<file path="config.mk">
export PLATFORM = sky130hd
export DESIGN_NAME = uart_rx_param
export DESIGN_NICKNAME = d
export VERILOG_FILES = /design/src/rtl/uart_pkg.sv /design/src/rtl/uart_rx_sampler.sv /design/src/rtl/uart_rx_param.sv
export SDC_FILE = /design/constraint.sdc
export NUM_CORES = 1
export LEC_CHECK = 0
export BUFFER_PORTS_ARGS = -buffer_cell sky130_fd_sc_hd__buf_2
export CORE_UTILIZATION = 58
export CTS_CLUSTER_DIAMETER = 80
export DETAILED_ROUTE_END_ITERATION = 8
export GPL_TIMING_DRIVEN = 1
export PLACE_DENSITY = 0.75
export RECOVER_POWER = 25
export SKIP_LAST_GASP = 1
export SLEW_MARGIN = 20
export SYNTH_ARGS = -nofsm -noshare
export SYNTH_HDL_FRONTEND = slang
export SYNTH_SLANG_ARGS = --single-unit
</file>
<file path="constraint.sdc">
create_clock -name clk -period 2.15 [get_ports clk]
set_input_delay 0.3225 -clock clk [delete_from_list [all_inputs] [get_ports clk]]
set_output_delay 0.3225 -clock clk [all_outputs]
set_load 0.05 [all_outputs]
</file>
<file path="src/rtl/uart_pkg.sv">
// Shared constants and helpers for the parametrised UART receiver.
// Holds the parity mode codes, the receive FSM state encoding, the frame
// length calculation and the 3-sample majority vote.
package uart_pkg;

  // Parity modes
  localparam logic [1:0] PAR_NONE = 2'd0;
  localparam logic [1:0] PAR_ODD  = 2'd1;
  localparam logic [1:0] PAR_EVEN = 2'd2;

  // Receive FSM state encoding
  localparam logic [2:0] IDLE   = 3'd0;
  localparam logic [2:0] START  = 3'd1;
  localparam logic [2:0] DATA   = 3'd2;
  localparam logic [2:0] PARITY = 3'd3;
  localparam logic [2:0] STOP   = 3'd4;

  // Total bits on the line for one frame: start + data + optional parity + stop
  function automatic int frame_len(input int data_bits, input int parity, input int stop_bits);
    return 32'sd1 + data_bits + ((parity != 32'sd0) ? 32'sd1 : 32'sd0) + stop_bits;
  endfunction

  // Majority of three samples
  function automatic logic maj3(input logic a, input logic b, input logic c);
    return (a & b) | (a & c) | (b & c);
  endfunction

endpackage

</file>
<file path="src/rtl/uart_rx_sampler.sv">
// Front end of the UART receiver: 2-flop synchroniser, falling-edge detect,
// per-bit timing counter and 3-sample majority vote around mid-bit.
// bit_strobe/bit_val are valid in the cycle the counter sits at MID+1.
module uart_rx_sampler #(
  parameter int BAUD_DIV = 104
) (
  input  logic clk,
  input  logic rst,
  input  logic i_rx,
  input  logic run,
  output logic rx_s,
  output logic fall_edge,
  output logic bit_strobe,
  output logic bit_val
);
  import uart_pkg::*;

  localparam int             CW       = $clog2(BAUD_DIV);
  localparam logic [CW-1:0]  CNT_LAST = CW'(BAUD_DIV - 1);
  localparam logic [CW-1:0]  SMP_A    = CW'(BAUD_DIV / 2 - 1);
  localparam logic [CW-1:0]  SMP_B    = CW'(BAUD_DIV / 2);
  localparam logic [CW-1:0]  SMP_C    = CW'(BAUD_DIV / 2 + 1);

  logic          rx_meta_r;
  logic          rx_sync_r;
  logic          rx_prev_r;
  logic [CW-1:0] cnt_r;
  logic          smp_a_r;
  logic          smp_b_r;

  assign rx_s       = rx_sync_r;
  assign fall_edge  = rx_prev_r & ~rx_sync_r;
  assign bit_strobe = run & (cnt_r == SMP_C);
  assign bit_val    = maj3(smp_a_r, smp_b_r, rx_sync_r);

  // Synchronise the asynchronous line and keep last value for edge detect
  always_ff @(posedge clk or posedge rst) begin
    if (rst) begin
      rx_meta_r <= 1'b1;
      rx_sync_r <= 1'b1;
      rx_prev_r <= 1'b1;
    end else begin
      rx_meta_r <= i_rx;
      rx_sync_r <= rx_meta_r;
      rx_prev_r <= rx_sync_r;
    end
  end

  // Bit timing counter: held at 0 while idle, wraps every BAUD_DIV clocks
  always_ff @(posedge clk or posedge rst) begin
    if (rst) begin
      cnt_r <= '0;
    end else if (!run) begin
      cnt_r <= '0;
    end else if (cnt_r == CNT_LAST) begin
      cnt_r <= '0;
    end else begin
      cnt_r <= cnt_r + CW'(1);
    end
  end

  // Capture the first two of the three mid-bit samples
  always_ff @(posedge clk or posedge rst) begin
    if (rst) begin
      smp_a_r <= 1'b1;
      smp_b_r <= 1'b1;
    end else begin
      if (run && (cnt_r == SMP_A)) smp_a_r <= rx_sync_r;
      if (run && (cnt_r == SMP_B)) smp_b_r <= rx_sync_r;
    end
  end

endmodule

</file>
<file path="src/rtl/uart_rx_param.sv">
// Parametrised UART receiver: configurable data width, parity and stop bits,
// majority-vote sampling, per-word framing/parity flags, sticky overrun and a
// valid/ready output handshake.
// Optional feature macro: UART_RX_BREAK_DET_EN adds o_break line-break detect.
module uart_rx_param #(
  parameter int BAUD_DIV  = 104,
  parameter int DATA_BITS = 8,
  parameter int PARITY    = 0,
  parameter int STOP_BITS = 1
) (
  input  logic                 clk,
  input  logic                 rst,
  input  logic                 i_rx,
  output logic [DATA_BITS-1:0] o_data,
  output logic                 o_valid,
  input  logic                 i_ready,
  output logic                 o_frame_err,
  output logic                 o_parity_err,
  output logic                 o_overrun,
`ifdef UART_RX_BREAK_DET_EN
  output logic                 o_break,
`endif
  output logic                 o_busy
);
  import uart_pkg::*;

  localparam logic [3:0] LAST_DATA = 4'(DATA_BITS - 1);
  localparam logic [3:0] LAST_STOP = 4'(STOP_BITS - 1);
  localparam logic       PAR_EN    = (PARITY != int'(PAR_NONE));
  localparam logic       ODD_SEL   = (PARITY == int'(PAR_ODD));

  logic                 rx_s;
  logic                 fall_edge;
  logic                 bit_strobe;
  logic                 bit_val;
  logic                 run_s;
  logic                 par_exp_s;
  logic                 hs_s;
  logic                 brk_hold_s;

  logic [2:0]           state_r,  state_nx;
  logic [3:0]           idx_r,    idx_nx;
  logic [DATA_BITS-1:0] shift_r,  shift_nx;
  logic                 perr_r,   perr_nx;
  logic                 ferr_r,   ferr_nx;
  logic                 commit_s;

  assign run_s     = (state_r != IDLE);
  assign par_exp_s = (^shift_r) ^ ODD_SEL;
  assign hs_s      = o_valid & i_ready;

  uart_rx_sampler #(
    .BAUD_DIV (BAUD_DIV)
  ) u_sampler (
    .clk        (clk),
    .rst        (rst),
    .i_rx       (i_rx),
    .run        (run_s),
    .rx_s       (rx_s),
    .fall_edge  (fall_edge),
    .bit_strobe (bit_strobe),
    .bit_val    (bit_val)
  );

  // Frame sequencing: next state, bit index, shift register and error flags
  always_comb begin
    state_nx = state_r;
    idx_nx   = idx_r;
    shift_nx = shift_r;
    perr_nx  = perr_r;
    ferr_nx  = ferr_r;
    commit_s = 1'b0;
    case (state_r)
      IDLE: begin
        // A frame only starts on a genuine 1->0 transition of a low line
        if (fall_edge && !rx_s) begin
          state_nx = START;
          idx_nx   = 4'd0;
          perr_nx  = 1'b0;
          ferr_nx  = 1'b0;
        end else begin
          state_nx = IDLE;
        end
      end
      START: begin
        if (bit_strobe) begin
          // A start bit that votes high was a glitch; drop it silently
          state_nx = bit_val ? IDLE : DATA;
          idx_nx   = 4'd0;
        end else begin
          state_nx = START;
        end
      end
      DATA: begin
        if (bit_strobe) begin
          shift_nx = {bit_val, shift_r[DATA_BITS-1:1]};
          if (idx_r == LAST_DATA) begin
            state_nx = PAR_EN ? uart_pkg::PARITY : STOP;
            idx_nx   = 4'd0;
          end else begin
            idx_nx = idx_r + 4'd1;
          end
        end else begin
          state_nx = DATA;
        end
      end
      uart_pkg::PARITY: begin
        if (bit_strobe) begin
          perr_nx  = (bit_val != par_exp_s);
          state_nx = STOP;
          idx_nx   = 4'd0;
        end else begin
          state_nx = uart_pkg::PARITY;
        end
      end
      STOP: begin
        if (bit_strobe) begin
          if (!bit_val) ferr_nx = 1'b1;
          // Commit on the last stop resolve rather than waiting out the bit
          if (idx_r == LAST_STOP) begin
            commit_s = 1'b1;
            state_nx = IDLE;
          end else begin
            idx_nx = idx_r + 4'd1;
          end
        end else begin
          state_nx = STOP;
        end
      end
      default: begin
        state_nx = IDLE;
        idx_nx   = 4'd0;
      end
    endcase
  end

  // FSM registers
  always_ff @(posedge clk or posedge rst) begin
    if (rst) begin
      state_r <= IDLE;
      idx_r   <= 4'd0;
      shift_r <= '0;
      perr_r  <= 1'b0;
      ferr_r  <= 1'b0;
      o_busy  <= 1'b0;
    end else begin
      state_r <= state_nx;
      idx_r   <= idx_nx;
      shift_r <= shift_nx;
      perr_r  <= perr_nx;
      ferr_r  <= ferr_nx;
      o_busy  <= (state_nx != IDLE);
    end
  end

  // Output holding register with valid/ready handshake and sticky overrun
  always_ff @(posedge clk or posedge rst) begin
    if (rst) begin
      o_data       <= '0;
      o_valid      <= 1'b0;
      o_frame_err  <= 1'b0;
      o_parity_err <= 1'b0;
      o_overrun    <= 1'b0;
    end else begin
      if (hs_s) begin
        o_valid   <= 1'b0;
        o_overrun <= 1'b0;
      end
      if (commit_s && !brk_hold_s) begin
        if (!o_valid || hs_s) begin
          o_data       <= shift_r;
          o_frame_err  <= ferr_nx;
          o_parity_err <= perr_nx;
          o_valid      <= 1'b1;
        end else begin
          // Consumer still holds the previous word: drop this frame
          o_overrun <= 1'b1;
        end
      end
    end
  end

`ifdef UART_RX_BREAK_DET_EN
  localparam int BRK_LIM = frame_len(DATA_BITS, PARITY, STOP_BITS) * BAUD_DIV;
  localparam int BW      = $clog2(BRK_LIM + 1);

  logic [BW-1:0] brk_cnt_r;

  assign brk_hold_s = o_break;

  // Count consecutive low clocks; flag break once longer than a whole frame
  always_ff @(posedge clk or posedge rst) begin
    if (rst) begin
      brk_cnt_r <= '0;
      o_break   <= 1'b0;
    end else if (rx_s) begin
      brk_cnt_r <= '0;
      o_break   <= 1'b0;
    end else if (brk_cnt_r == BW'(BRK_LIM)) begin
      o_break   <= 1'b1;
    end else begin
      brk_cnt_r <= brk_cnt_r + BW'(1);
    end
  end
`else
  assign brk_hold_s = 1'b0;
`endif

endmodule

</file>
==> reports/results.ini, run 1 <==
[status]
outcome = completed

[route]
drt_iter0_drc = 56
first_pass_iters = 4
vias = 1288
post-route-drc-count = 0
vias_per_cell = 5.60
routed_wl_mm = 3.40
antenna_left = 0
wire_per_inst_um = 14.8

[die]
die_w_um = 59.5
die_h_um = 59.5
io_pins = 17
die_area_mm2 = 0.00355
core-area_mm2 = 0.00310
rows = 20
start_util_pct = 61.9

[critical_path]
cp-start-kind = flip-flop
cp.arrival_ps = 2250
rrSetupSlack_ps = 140
crit_end = o_data[2]$_DFFE_PP0P_
worstPathMaxFanout = 10
worst-r2r-cell-count = 6
cp_data_required_time_ps = 2400
r2r_start = idx_r[0]$_DFFE_PP0P_
r2r_end = o_data[2]$_DFFE_PP0P_
endpoint_kind = flip-flop
crit_type = flip-flop to flip-flop
crit_start = idx_r[0]$_DFFE_PP0P_

[cells_and_area]
fill_cells = 258
area_delta_synth_final_pct = 11.9
nets = 194
mostFrequentLayoutCells = dfrtp_1 (37), mux2_2 (20), buf_2 (16)
final_common_cell = dfrtp_1
diodes = 0
multiInputGateArea_um2 = 821
final-seq-area_mm2 = 0.00106
layout-drive-gt1-share_pct = 31.7

[sta]
maxSlewHeadroom_pct = 32.9
layout_setup_ws_ps = 142
rsz0062_at_grt = false
slew_viol_final = 0
post-route-period-util_pct = 93.4
hold_viol_final = 0
tightest_slew_ps = 1010
clock.fmax_mhz = 498
skew_ps = 8.49
fin_hold_ws_ps = 53.4
setup_violations = 0
post-route-min-period_ps = 2010
setup_tns_ps = 0

[global_routing]
grt_pass1_vias = 1198
grt_max_degree = 43
antenna_found_initial = 0
overflow = 0
grt_use_total_pct = 22.7
grt_first_pass_wirelength_mm = 5.66

[power_and_ir_drop]
p_per_area_mw_per_mm2 = 765
peakVddDrop_mv = 0.638
leakage_nw = 1.03

[clock_network]
cts_resized = 0
clk_pin_slew_worst_paths_ps = 110
ctsHoldBuffers = 0
htreeDepth = 2
postCtsSetupBuffers = 0
tritoncts = built
root_buffer = clkbuf_4
cts.sinks = 42
cts_buffers = 5
cts_buffer_depth = 2
clk_latency_ps = 360

[place]
place_congestion = 0.786
hpwl_mm = 2.45
portBuffers = 16
dp_slack_ps = 135

[synthesis]
synth_area_mm2 = 0.00192
syn_avg_cell_area_um2 = 12.0
async_reset_ff_share_pct = 100
synth_cell_types = 39
synth_seq_area_share_pct = 55.0
yosys_warnings = 0
yosysTopAreaCellShare_pct = 48.2
synth_edf_count = 0
syn_inst = 160
synth-main-ff-cell = dfrtp_1
synth_nets = 169
synthTopCellsByArea = dfrtp_1 (48%), mux2_2 (12%), dfstp_2 (6.8%), xnor2_1 (4.6%), ha_1 (3.3%)
ys_seq_elements = 42
synth_top_cell_by_area = dfrtp_1

[flow_run]
maxCapViolCount = 0

[hold_path]
hold_path.class = primary input to flip-flop

==> critical path: stages, from the launching register on <==
cell	delay, ps
dfrtp_1	410
inv_1	90
ha_1	150
or3b_1	400
nor3_2	290
nand2_2	230
mux2_2	340
==> state kept, by name, summed over array words and instances (netlist names), 3 cells and up <==
register         cells
o_data               8
shift_r              8
u_sampler.cnt_r      7
idx_r                4
state_r              3
==> logic make-up (layout without fill, tap and decap cells) <==
group / count (synthesis) / count (layout) / share of synthesized area, %
AO/OA/AOI/OAI: 22 / 22 / 7.62
buffers and inverters: 11 / 37 / 2.21
multiplexers: 21 / 21 / 12.2
AND/OR/NAND/NOR: 46 / 46 / 13.6
flip-flops: 42 / 42 / 55.0
XOR/XNOR: 12 / 12 / 5.47
adder cells (fa/ha/maj): 6 / 6 / 3.78
==> synth_stat cells, types with 2 or more instances <==
library cell	count
a21oi_1	5
nor2_1	11
dfrtp_1	37
nand2_1	7
ha_1	5
inv_1	10
xor2_1	2
or3_1	2
nor3_1	3
o31ai_1	2
a31oi_1	2
nor3_2	2
nand3_1	8
nand2b_1	3
mux2_2	20
o21ai_0	5
xnor2_1	10
dfstp_2	5
==> power by group <==
group	internal, W	switching (W)	total, W	leakage [nW]
registers	0.000847	0.0000659	0.000913	0.553
logic	0.0000917	0.000140	0.000232	0.438
clock network	0.000245	0.000255	0.000500	0.0385
total	0.00118	0.000461	0.00164	1.03
==> metal layers <==
| metal | share of wire, % | wire length [um] | vias to the layer above | track usage (%) |
|---|---|---|---|---|
| li1 | - | - | 608 | - |
| met1 | 44 | 1510 | 625 | 28.5 |
| met2 | 49 | 1660 | 48 | 36.8 |
| met5 | 0 | 0 | - | 0 |
| met4 | 1.7 | 58 | 0 | 8.97 |
| met3 | 5.1 | 173 | 7 | 7.21 |
==> final cells by class <==
type                    count  share of cell area [%]
clock buffers               6                    1.92
clock inverters             2                    1.75
inverters                  10                    1.75
multi-input cells         107                    38.2
flip-flops and latches     42                    49.2
well taps                  44                    2.56
repair buffers             19                    4.66
==> stage by stage <==
step	instance area (um2)	total power, W	instances	utilization, %
3_5_place_dp	2070	0.00116	222	66.8
5_1_grt	2150	0.00173	230	69.3
6_report	2150	0.00164	230	69.3
3_3_place_gp	2070	0.00115	222	66.8
4_1_cts	2150	0.00165	230	69.4
2_1_floorplan	1920	0.00110	160	-
==> worst min path at each step <==
stage / endpoint / depth (start not counted) / from
floorplan: u_sampler.rx_meta_r$_DFF_PP1_ / 0 / i_rx
global placement: u_sampler.rx_s$_DFF_PP1_ / 0 / u_sampler.rx_meta_r$_DFF_PP1_
detailed placement: u_sampler.rx_s$_DFF_PP1_ / 0 / u_sampler.rx_meta_r$_DFF_PP1_
CTS: u_sampler.rx_meta_r$_DFF_PP1_ / 1 / i_rx
global route: u_sampler.rx_meta_r$_DFF_PP1_ / 1 / i_rx
finish: u_sampler.rx_meta_r$_DFF_PP1_ / 1 / i_rx
(Power assumes the default switching activity.)
==> run 2: changes to the inputs <==
CORE_UTILIZATION = 55   (was 58)
PLACE_DENSITY = 0.72   (was 0.75)
==> reports/results.ini, run 2 (synthesized netlist as in run 1, its figures left out) <==
[power_and_ir_drop]
p_per_area_mw_per_mm2 = 771
fin_total_pwr_w = 0.00167
peakVddDrop_mv = 0.667
leakage_nw = 1.04

[clock_network]
clk_latency_ps = 350
htreeDepth = 2
ctsHoldBuffers = 0
clk_pin_slew_worst_paths_ps = 120
root_buffer = clkbuf_4
cts.sinks = 42
tritoncts = built
cts_buffer_depth = 2
cts_buffers = 5

[sta]
setup_tns_ps = 0
maxSlewHeadroom_pct = 34.2
post-route-period-util_pct = 91.5
post-route-min-period_ps = 1970
fin_hold_ws_ps = 51.0
rsz0062_at_grt = false
tightest_slew_ps = 987
clock.fmax_mhz = 508
layout_setup_ws_ps = 182
hold_viol_final = 0
slew_viol_final = 0
setup_violations = 0
skew_ps = 6.80

[cells_and_area]
layout-drive-gt1-share_pct = 31.7
final_common_cell = dfrtp_1
finalNonFillerCells = 232
nets = 194
fill_cells = 289
mostFrequentLayoutCells = dfrtp_1 (37), mux2_2 (20), buf_2 (16)
top_regs = o_data x8, shift_r x8, u_sampler.cnt_r x7
diodes = 0
multiInputGateArea_um2 = 826
final-seq-area_mm2 = 0.00106
area_delta_synth_final_pct = 12.6

[critical_path]
cp_data_required_time_ps = 2400
critPathTopFamily = simple AND/OR/NAND/NOR gates
endpoint_kind = flip-flop
crit_chain = inv_1, ha_1, or3b_1, nor3_2, nand2_4, mux2_2
critPathSlowestCell = dfrtp_1
cp.buffers_inverters = 1
rrSetupSlack_ps = 180
cp-start-kind = flip-flop
worstPathMaxFanout = 10
cp.arrival_ps = 2220
max_stage_delay_ps = 420
crit_type = flip-flop to flip-flop

[place]
portBuffers = 16
placedCellCount = 224
place_congestion = 0.784
dp_slack_ps = 165
hpwl_mm = 2.21

[global_routing]
grt_pass1_vias = 1125
grt_max_degree = 43
grt_first_pass_wirelength_mm = 5.06
overflow = 0
grt_use_total_pct = 19.3
antenna_found_initial = 0

[die]
core-area_mm2 = 0.00334
die_area_mm2 = 0.00373
rows = 21
io_pins = 17
die_h_um = 61.1
start_util_pct = 57.6
die_w_um = 61.1

[hold_path]
hold_path.class = primary input to flip-flop

[route]
wire_per_inst_um = 13.2
antenna_left = 0
vias_per_cell = 5.42
vias = 1257
first_pass_iters = 4
routed_wl_mm = 3.07
post-route-drc-count = 0
drt_iter0_drc = 81

[status]
outcome = completed

[flow_run]
maxCapViolCount = 0

-- run 2: cell types whose count changed in the layout (fill, tap and decap cells not counted) --
cell        before  now
clkbuf_8         0    1
nand2_4          0    1
clkinvlp_4       1    0
nand2_2          1    0
-- run 2: metal layers --
layer | GRT usage [%] | up-vias | routed length, um
met5 | 0 | - | 0
met4 | 8.77 | 0 | 55
met3 | 7.14 | 5 | 132
met2 | 30.0 | 18 | 1510
met1 | 24.2 | 625 | 1370
li1 | - | 609 | -
-- run 2: final cells by class --
| cell class | count | area share (%) |
|---|---|---|
| well taps | 46 | 2.66 |
| inverters | 10 | 1.74 |
| multi-input cells | 107 | 38.2 |
| clock buffers | 7 | 2.54 |
| repair buffers | 19 | 4.63 |
| clock inverters | 1 | 1.39 |
| flip-flops and latches | 42 | 48.9 |
-- run 2: where the power goes --
| part | switching, W | internal [W] |
|---|---|---|
| registers | 0.0000628 | 0.000847 |
| logic | 0.000140 | 0.0000911 |
| clock network | 0.000248 | 0.000278 |
-- run 2: what timing repair did --
item | 4_1_cts | 5_1_grt
endpoints found under the hold margin | 0 | 0
setup endpoints to repair | 0 | 1
buffers inserted | 0 | 0
resized for setup | 0 | 1
-- run 2: worst paths after layout --
path,from,endpoint,depth (start not counted)
worst max-delay path,idx_r[0]$_DFFE_PP0P_,o_data[0]$_DFFE_PP0P_,6
worst min-delay path,i_rx,u_sampler.rx_meta_r$_DFF_PP1_,1
worst max register to register,idx_r[0]$_DFFE_PP0P_,o_data[0]$_DFFE_PP0P_,6
worst min register to register,u_sampler.rx_meta_r$_DFF_PP1_,u_sampler.rx_s$_DFF_PP1_,0
max in group asynchronous,rst,state_r[1]$_DFF_PP0_,3
min in group asynchronous,rst,shift_r[2]$_DFFE_PP0P_,3
-- run 2: through the flow --
step | instance area, um2 | utilization, %
floorplan | 1920 | -
global route | 2160 | 64.8
finish | 2160 | 64.8
CTS | 2160 | 64.8
detailed placement | 2080 | 62.2
global placement | 2080 | 62.2
